===== config.mk =====
export PLATFORM = sky130hd
export DESIGN_NAME = stall_ctrl
export DESIGN_NICKNAME = d
export VERILOG_FILES = /design/src/rtl/stall_ctrl_pkg.sv /design/src/rtl/prio_enc.sv /design/src/rtl/stall_ctrl.sv
export SDC_FILE = /design/constraint.sdc
export NUM_CORES = 1
export LEC_CHECK = 0
export CAP_MARGIN = 15
export CORE_MARGIN = 3
export CORE_UTILIZATION = 35
export CTS_BUF_LIST = sky130_fd_sc_hd__clkbuf_16
export CTS_CLUSTER_DIAMETER = 100
export CTS_CLUSTER_SIZE = 40
export DETAILED_ROUTE_END_ITERATION = 8
export DONT_BUFFER_PORTS = 1
export GPL_TIMING_DRIVEN = 0
export PLACE_DENSITY = 0.48
export SETUP_SLACK_MARGIN = 0.3
export SYNTH_ARGS = -nofsm -noshare
export SYNTH_HDL_FRONTEND = slang
export SYNTH_HIERARCHICAL = 1
export SYNTH_SLANG_ARGS = --single-unit

===== constraint.sdc =====
create_clock -name CLK -period 2.9 [get_ports CLK]
set_input_delay 0.29 -clock CLK [delete_from_list [all_inputs] [get_ports CLK]]
set_output_delay 0.29 -clock CLK [all_outputs]
set_load 0.01 [all_outputs]

===== src/rtl/stall_ctrl_pkg.sv =====
// Shared types and default parameters for the PC stall/redirect controller.
package stall_ctrl_pkg;

  typedef enum logic [1:0] {
    IDLE  = 2'd0,
    REDIR = 2'd1,
    HOLD  = 2'd2
  } state_e;

  localparam int NUM_SRC_DEF   = 2;
  localparam int LEN_W_DEF     = 3;
  localparam int REDIR_CYC_DEF = 3;
  localparam int QUEUE_EN_DEF  = 1;

  // Channel-index width; a single channel still needs one bit.
  function automatic int idx_w(input int n);
    return (n > 1) ? $clog2(n) : 1;
  endfunction

endpackage


===== src/rtl/prio_enc.sv =====
// Lowest-index-wins priority encoder with a valid flag.
module prio_enc #(
  parameter int N     = 2,
  parameter int IDX_W = 1
) (
  input  logic [N-1:0]     req_i,
  output logic             vld_o,
  output logic [IDX_W-1:0] idx_o
);

  always_comb begin
    vld_o = |req_i;
    idx_o = '0;
    for (int i = N - 1; i >= 0; i--) begin
      if (req_i[i]) idx_o = IDX_W'(i);
    end
  end

endmodule


===== src/rtl/stall_ctrl.sv =====
// Redirect/stall controller: a won request forces a jump-target select for
// REDIR_CYC cycles, then holds the PC for the captured length.
module stall_ctrl
  import stall_ctrl_pkg::*;
#(
  parameter int NUM_SRC   = NUM_SRC_DEF,
  parameter int LEN_W     = LEN_W_DEF,
  parameter int REDIR_CYC = REDIR_CYC_DEF,
  parameter int QUEUE_EN  = QUEUE_EN_DEF,
  localparam int SRC_W    = idx_w(NUM_SRC)
) (
  input  logic                     CLK,
  input  logic                     RST,
  input  logic [NUM_SRC-1:0]       req,
  input  logic [NUM_SRC*LEN_W-1:0] len,
  output logic                     pc_en,
  output logic                     jbpc_src,
  output logic                     busy,
  output logic [SRC_W-1:0]         src_id,
  output logic                     overflow
);

  state_e             state_q;
  logic [2:0]         rcnt_q;
  logic [LEN_W-1:0]   hcnt_q;
  logic [LEN_W-1:0]   len_q;
  logic [SRC_W-1:0]   src_q;
  logic               pend_vld_q;
  logic [SRC_W-1:0]   pend_src_q;
  logic [LEN_W-1:0]   pend_len_q;
  logic               pc_en_q, jbpc_q, busy_q, ovf_q;

  logic               win_vld;
  logic [SRC_W-1:0]   win_idx;
  logic [LEN_W-1:0]   win_len;

  prio_enc #(.N(NUM_SRC), .IDX_W(SRC_W)) u_prio (
    .req_i (req),
    .vld_o (win_vld),
    .idx_o (win_idx)
  );

  assign win_len = len[int'(win_idx)*LEN_W +: LEN_W];

  logic             last_cyc;
  logic             go_d;
  logic [SRC_W-1:0] go_src_d;
  logic [LEN_W-1:0] go_len_d;
  logic             pend_set_d, pend_clr_d, ovf_d;

  // Final cycle of a service: a pending or freshly seen request chains
  // straight into a new REDIR so pc_en never rises in between.
  assign last_cyc = ((state_q == REDIR) && (rcnt_q == 3'd0) && (len_q == '0)) ||
                    ((state_q == HOLD)  && (hcnt_q == '0));

  always_comb begin
    go_d       = 1'b0;
    go_src_d   = win_idx;
    go_len_d   = win_len;
    pend_set_d = 1'b0;
    pend_clr_d = 1'b0;
    ovf_d      = 1'b0;
    if (state_q == IDLE) begin
      go_d = win_vld;
    end else if (QUEUE_EN != 0) begin
      if (last_cyc) begin
        if (pend_vld_q) begin
          go_d       = 1'b1;
          go_src_d   = pend_src_q;
          go_len_d   = pend_len_q;
          pend_clr_d = 1'b1;
          pend_set_d = win_vld;
        end else begin
          go_d = win_vld;
        end
      end else if (win_vld) begin
        if (pend_vld_q) ovf_d = 1'b1;
        else            pend_set_d = 1'b1;
      end
    end else begin
      ovf_d = win_vld;
    end
  end

  always_ff @(posedge CLK or posedge RST) begin
    if (RST) begin
      state_q    <= IDLE;
      rcnt_q     <= '0;
      hcnt_q     <= '0;
      len_q      <= '0;
      src_q      <= '0;
      pend_vld_q <= 1'b0;
      pend_src_q <= '0;
      pend_len_q <= '0;
      pc_en_q    <= 1'b1;
      jbpc_q     <= 1'b0;
      busy_q     <= 1'b0;
      ovf_q      <= 1'b0;
    end else begin
      ovf_q <= ovf_d;
      if (pend_set_d) begin
        pend_vld_q <= 1'b1;
        pend_src_q <= win_idx;
        pend_len_q <= win_len;
      end else if (pend_clr_d) begin
        pend_vld_q <= 1'b0;
      end

      if (go_d) begin
        state_q <= REDIR;
        rcnt_q  <= 3'(REDIR_CYC - 1);
        src_q   <= go_src_d;
        len_q   <= go_len_d;
        pc_en_q <= 1'b0;
        jbpc_q  <= 1'b1;
        busy_q  <= 1'b1;
      end else begin
        case (state_q)
          REDIR: begin
            if (rcnt_q != 3'd0) begin
              rcnt_q <= rcnt_q - 3'd1;
            end else if (len_q != '0) begin
              state_q <= HOLD;
              hcnt_q  <= len_q - LEN_W'(1);
              jbpc_q  <= 1'b0;
            end else begin
              state_q <= IDLE;
              pc_en_q <= 1'b1;
              jbpc_q  <= 1'b0;
              busy_q  <= 1'b0;
            end
          end
          HOLD: begin
            if (hcnt_q != '0) begin
              hcnt_q <= hcnt_q - LEN_W'(1);
            end else begin
              state_q <= IDLE;
              pc_en_q <= 1'b1;
              busy_q  <= 1'b0;
            end
          end
          IDLE: ;
          default: begin
            state_q <= IDLE;
            pc_en_q <= 1'b1;
            jbpc_q  <= 1'b0;
            busy_q  <= 1'b0;
          end
        endcase
      end
    end
  end

  assign pc_en    = pc_en_q;
  assign jbpc_src = jbpc_q;
  assign busy     = busy_q;
  assign src_id   = src_q;
  assign overflow = ovf_q;

endmodule


==> PnR_summary.wiki <==
{| class="wikitable"
! Metric !! Value
|-
| Total wirelength of the detailed-routed design || roughly 2.2 mm
|-
| Largest fanout of any net on the critical path || 9
|-
| Number of hold violations in the final report || 0
|-
| Height of the die || about 65 um
|-
| Fraction of synthesis flops using an asynchronous set or reset pin || 1.00
|-
| Compound-cell area share of the yosys netlist || 0.139
|-
| Rel. slew slack || 0.457
|-
| Most used cells in the layout excluding fill and tap cells || dfrtp_1 (20), mux2_2 (15), inv_1 (10)
|-
| Setup TNS || 0 ns
|-
| Final period demand of the worst path || about 2.1 ns
|-
| Critical path buffers and inverters || 2
|-
| Reported max-cap violation count || 0
|-
| Routed wire per std cell || roughly 14 um
|-
| Fraction of layout cells with a size suffix above 1 || 0.268
|-
| Largest net degree at the start of global routing || 22
|-
| Synth cell types || 38
|-
| Cts-stage hold buffer count || 0
|-
| Most used flip-flop cell after synthesis || dfrtp_1
|-
| Post-CTS Setup Inserts || 0
|-
| Number of global-route vias before repair || around 820
|-
| Portion of the post-synthesis area used by sequential elements || 0.430
|-
| Total global routing overflow || 0
|-
| Number of standard cells in the final layout excluding fillers || 156
|-
| TritonCTS clock tree || done
|-
| Root Buffer Master || clkbuf_16
|-
| Floorplan die area || between 4000 and 5000 sq um
|-
| Cell with the largest stage delay on the worst path || dfrtp_1
|-
| DP Area || 1280 sq um
|-
| Unrepaired setup endpoints after global routing || false
|-
| Critical Path, Cell by Cell || inv_1, ha_1, buf_4, nor4b_4, a32o_2, mux2_2, mux2_2
|-
| Power density over the cells || ~1100 nW/um^2
|-
| Portion of netlist area occupied by mux cells || 0.182
|-
| Number of enable-type register cells in the synthesized netlist || 0
|-
| Via-to-Cell Ratio || between 5 and 6
|-
| Least-Margin Pin Slew || between 0.8 and 0.9 ns
|-
| Utilization after layout || 0.425
|-
| Largest family of logic cells by synthesized area || multiplexers
|-
| XOR/XNOR Fraction of Synth Area || 0.00715
|-
| FF+latch count, synth || 21
|-
| Kind of path behind the tightest hold check || input pin to async pin
|-
| Post-cts repair resize count || 0
|-
| Half-perimeter wire length of the detailed placement result || roughly 1.6 mm
|-
| Kind of start point of the critical path || flip-flop
|-
| Maximum clock frequency || 478 MHz
|-
| Worst path max stage delay || a little under 0.4 ns
|-
| Antenna diode count || 0
|-
| Simple-Gate Fraction of Synth Area || 0.135
|-
| DRC violation count after routing || 0
|-
| Number of fill cells || between 300 and 400
|-
| Gate count after technology mapping || roughly 110
|-
| Number of top-level pins || 15
|-
| Layout Area Growth over Synthesis || 11.2%
|-
| Num Clock Sinks || 21
|-
| Total number of placement rows || 20
|-
| Starting Density || 0.382
|-
| Clock Skew || roughly 0.0036 ns
|-
| Synth warnings || 6
|-
| Outcome || finished, final reports clean
|-
| WP data arrival || between 2 and 2.5 ns
|-
| Area share of fa/ha/maj cells after synthesis || 0.0613
|-
| Type of the worst setup path || flip-flop to flip-flop
|-
| Nets || 129
|-
| Setup violators final || 0
|-
| Overall Global Routing Usage || 0.124
|-
| Wire length of the first global-routing pass || 3.97 mm
|-
| Width of the die || ~65 um
|-
| Clock tree buffer depth || 2
|-
| Number of DRC markers after the initial detailed-route iteration || 19
|-
| Worst IR drop on VDD || roughly 0.53 mV
|-
| Worst slack after detailed placement || ~0.8 ns
|-
| Total instance count after detailed placement || around 150
|-
| Syn nets || between 100 and 150
|-
| Nature of the critical path endpoint || flip-flop
|-
| Average instance area after synthesis || between 10 and 15 sq um
|-
| Antenna violations before repair || 0
|-
| Count of pins over their slew limit || 0
|-
| Router iterations before antenna repair || 4
|-
| Leading cell type in the layout, fill and taps excluded || dfrtp_1
|-
| Area of the core || 3200 sq um
|-
| Post-Synthesis Cell Area || between 1000 and 1500 sq um
|-
| Worst Path Required || a little over 3 ns
|-
| Fin crit share || 0.721
|-
| Clock transition at the registers of the reported paths || roughly 0.060 ns
|-
| Top Family by Delay on Critical Path || multiplexers
|-
| Port Buffers || 0
|-
| Total vias in the final route || around 790
|-
| Clock latency of the later-clocked register in the worst-skew pair || ~0.26 ns
|-
| Final weighted congestion of routability-driven global placement || between 0.7 and 0.8
|-
| Static leakage || between 0.5 and 0.6 nW
|-
| Design Area, Final || between 1000 and 1500 sq um
|-
| Final ANT Viol Nets || 0
|-
| Most used cell along the critical path || mux2_2
|-
| CTS HTree Levels || 1
|-
| Worst Slack Setup Final || 0.809 ns
|-
| CTS buffer count || 3
|}
synthesized netlist by cell type (2+ instances only):
master    number  area, sq um
dfrtp_1       20          500
mux2_2        15          169
inv_1         10         37.5
ha_1           6         75.1
nand2_1        6         22.5
a21oi_1        5         25.0
mux2i_1        4         40.0
nor2_1         4         15.0
o21ai_0        4         20.0
nand2b_1       3         18.8
a211oi_1       2         15.0
buf_4          2         15.0
nor2b_1        2         12.5
cells by family (layout without fill, tap and decap cells):
group / Yosys count / in the layout
fa+ha+maj: 6 / 6
mux: 20 / 20
flops: 21 / 21
buf+inv: 13 / 17
simple gates: 26 / 26
compound gates: 21 / 21
xor+xnor: 1 / 1
final cells by class:
class | instances | area (sq um) | area share
multi-input cells | 74 | 642 | 0.471
flip-flops and latches | 21 | 527 | 0.387
clock buffers | 3 | 75.1 | 0.0551
well taps | 44 | 55.1 | 0.0404
inverters | 10 | 37.5 | 0.0275
plain buffers | 3 | 18.8 | 0.0138
clock inverters | 1 | 7.51 | 0.00551
state kept, by name, indices dropped and copies added, names as in the netlist:
register,count
state_q,2
busy,1
pc_en,1
rcnt_q,3
jbpc_src,1
hcnt_q,3
overflow,1
pend_src_q,1
src_id,1
pend_len_q,3
len_q,3
pend_vld_q,1
where the power goes:
group	total (mW)	internal (mW)	switching (mW)
combinational	0.631	0.309	0.322
clock	0.303	0.187	0.116
sequential	0.568	0.435	0.133
worst register-to-register path: cells and delay by family (launching register included):
family	cells	cell delay (ns)
multiplexers	2	0.61
adder cells (fa/ha/maj)	1	0.14
AND/OR/NAND/NOR	1	0.30
AO/OA/AOI/OAI	1	0.29
buffers and inverters	2	0.24
flip-flops	1	0.39
routing by layer:
| metal | vias up | track usage | share of wire |
|---|---|---|---|
| met2 | 11 | 0.180 | 0.45 |
| li1 | 391 | - | - |
| met5 | - | 0 | 0 |
| met1 | 380 | 0.166 | 0.49 |
| met3 | 5 | 0.0444 | 0.043 |
| met4 | 0 | 0.0544 | 0.021 |
per-stage QoR:
stage	power, mW	hold WS (ns)
floorplan	1.08	0.266
global placement	1.20	0.402
detailed placement	1.22	0.401
CTS	1.53	0.116
global route	1.65	0.151
finish	1.50	0.0758
final timing paths:
check | start | endpoint | slack (ns) | cells past startpoint
min in group CLK | len[0] | pend_len_q[0]$_DFFE_PP0P_ | 0.33 | 2
hold / removal | RST | rcnt_q[0]$_DFFE_PP0P_ | 0.08 | 1
hold reg to reg | pc_en$_DFFE_PP1P_ | pc_en$_DFFE_PP1P_ | 0.49 | 2
max in group asynchronous | RST | hcnt_q[1]$_DFFE_PP0P_ | 2.32 | 1
setup reg to reg | state_q[0]$_DFFE_PP0P_ | src_id$_DFFE_PP0P_ | 0.81 | 7
setup / recovery | state_q[0]$_DFFE_PP0P_ | src_id$_DFFE_PP0P_ | 0.81 | 7
Power figures use the tool's default switching activity.
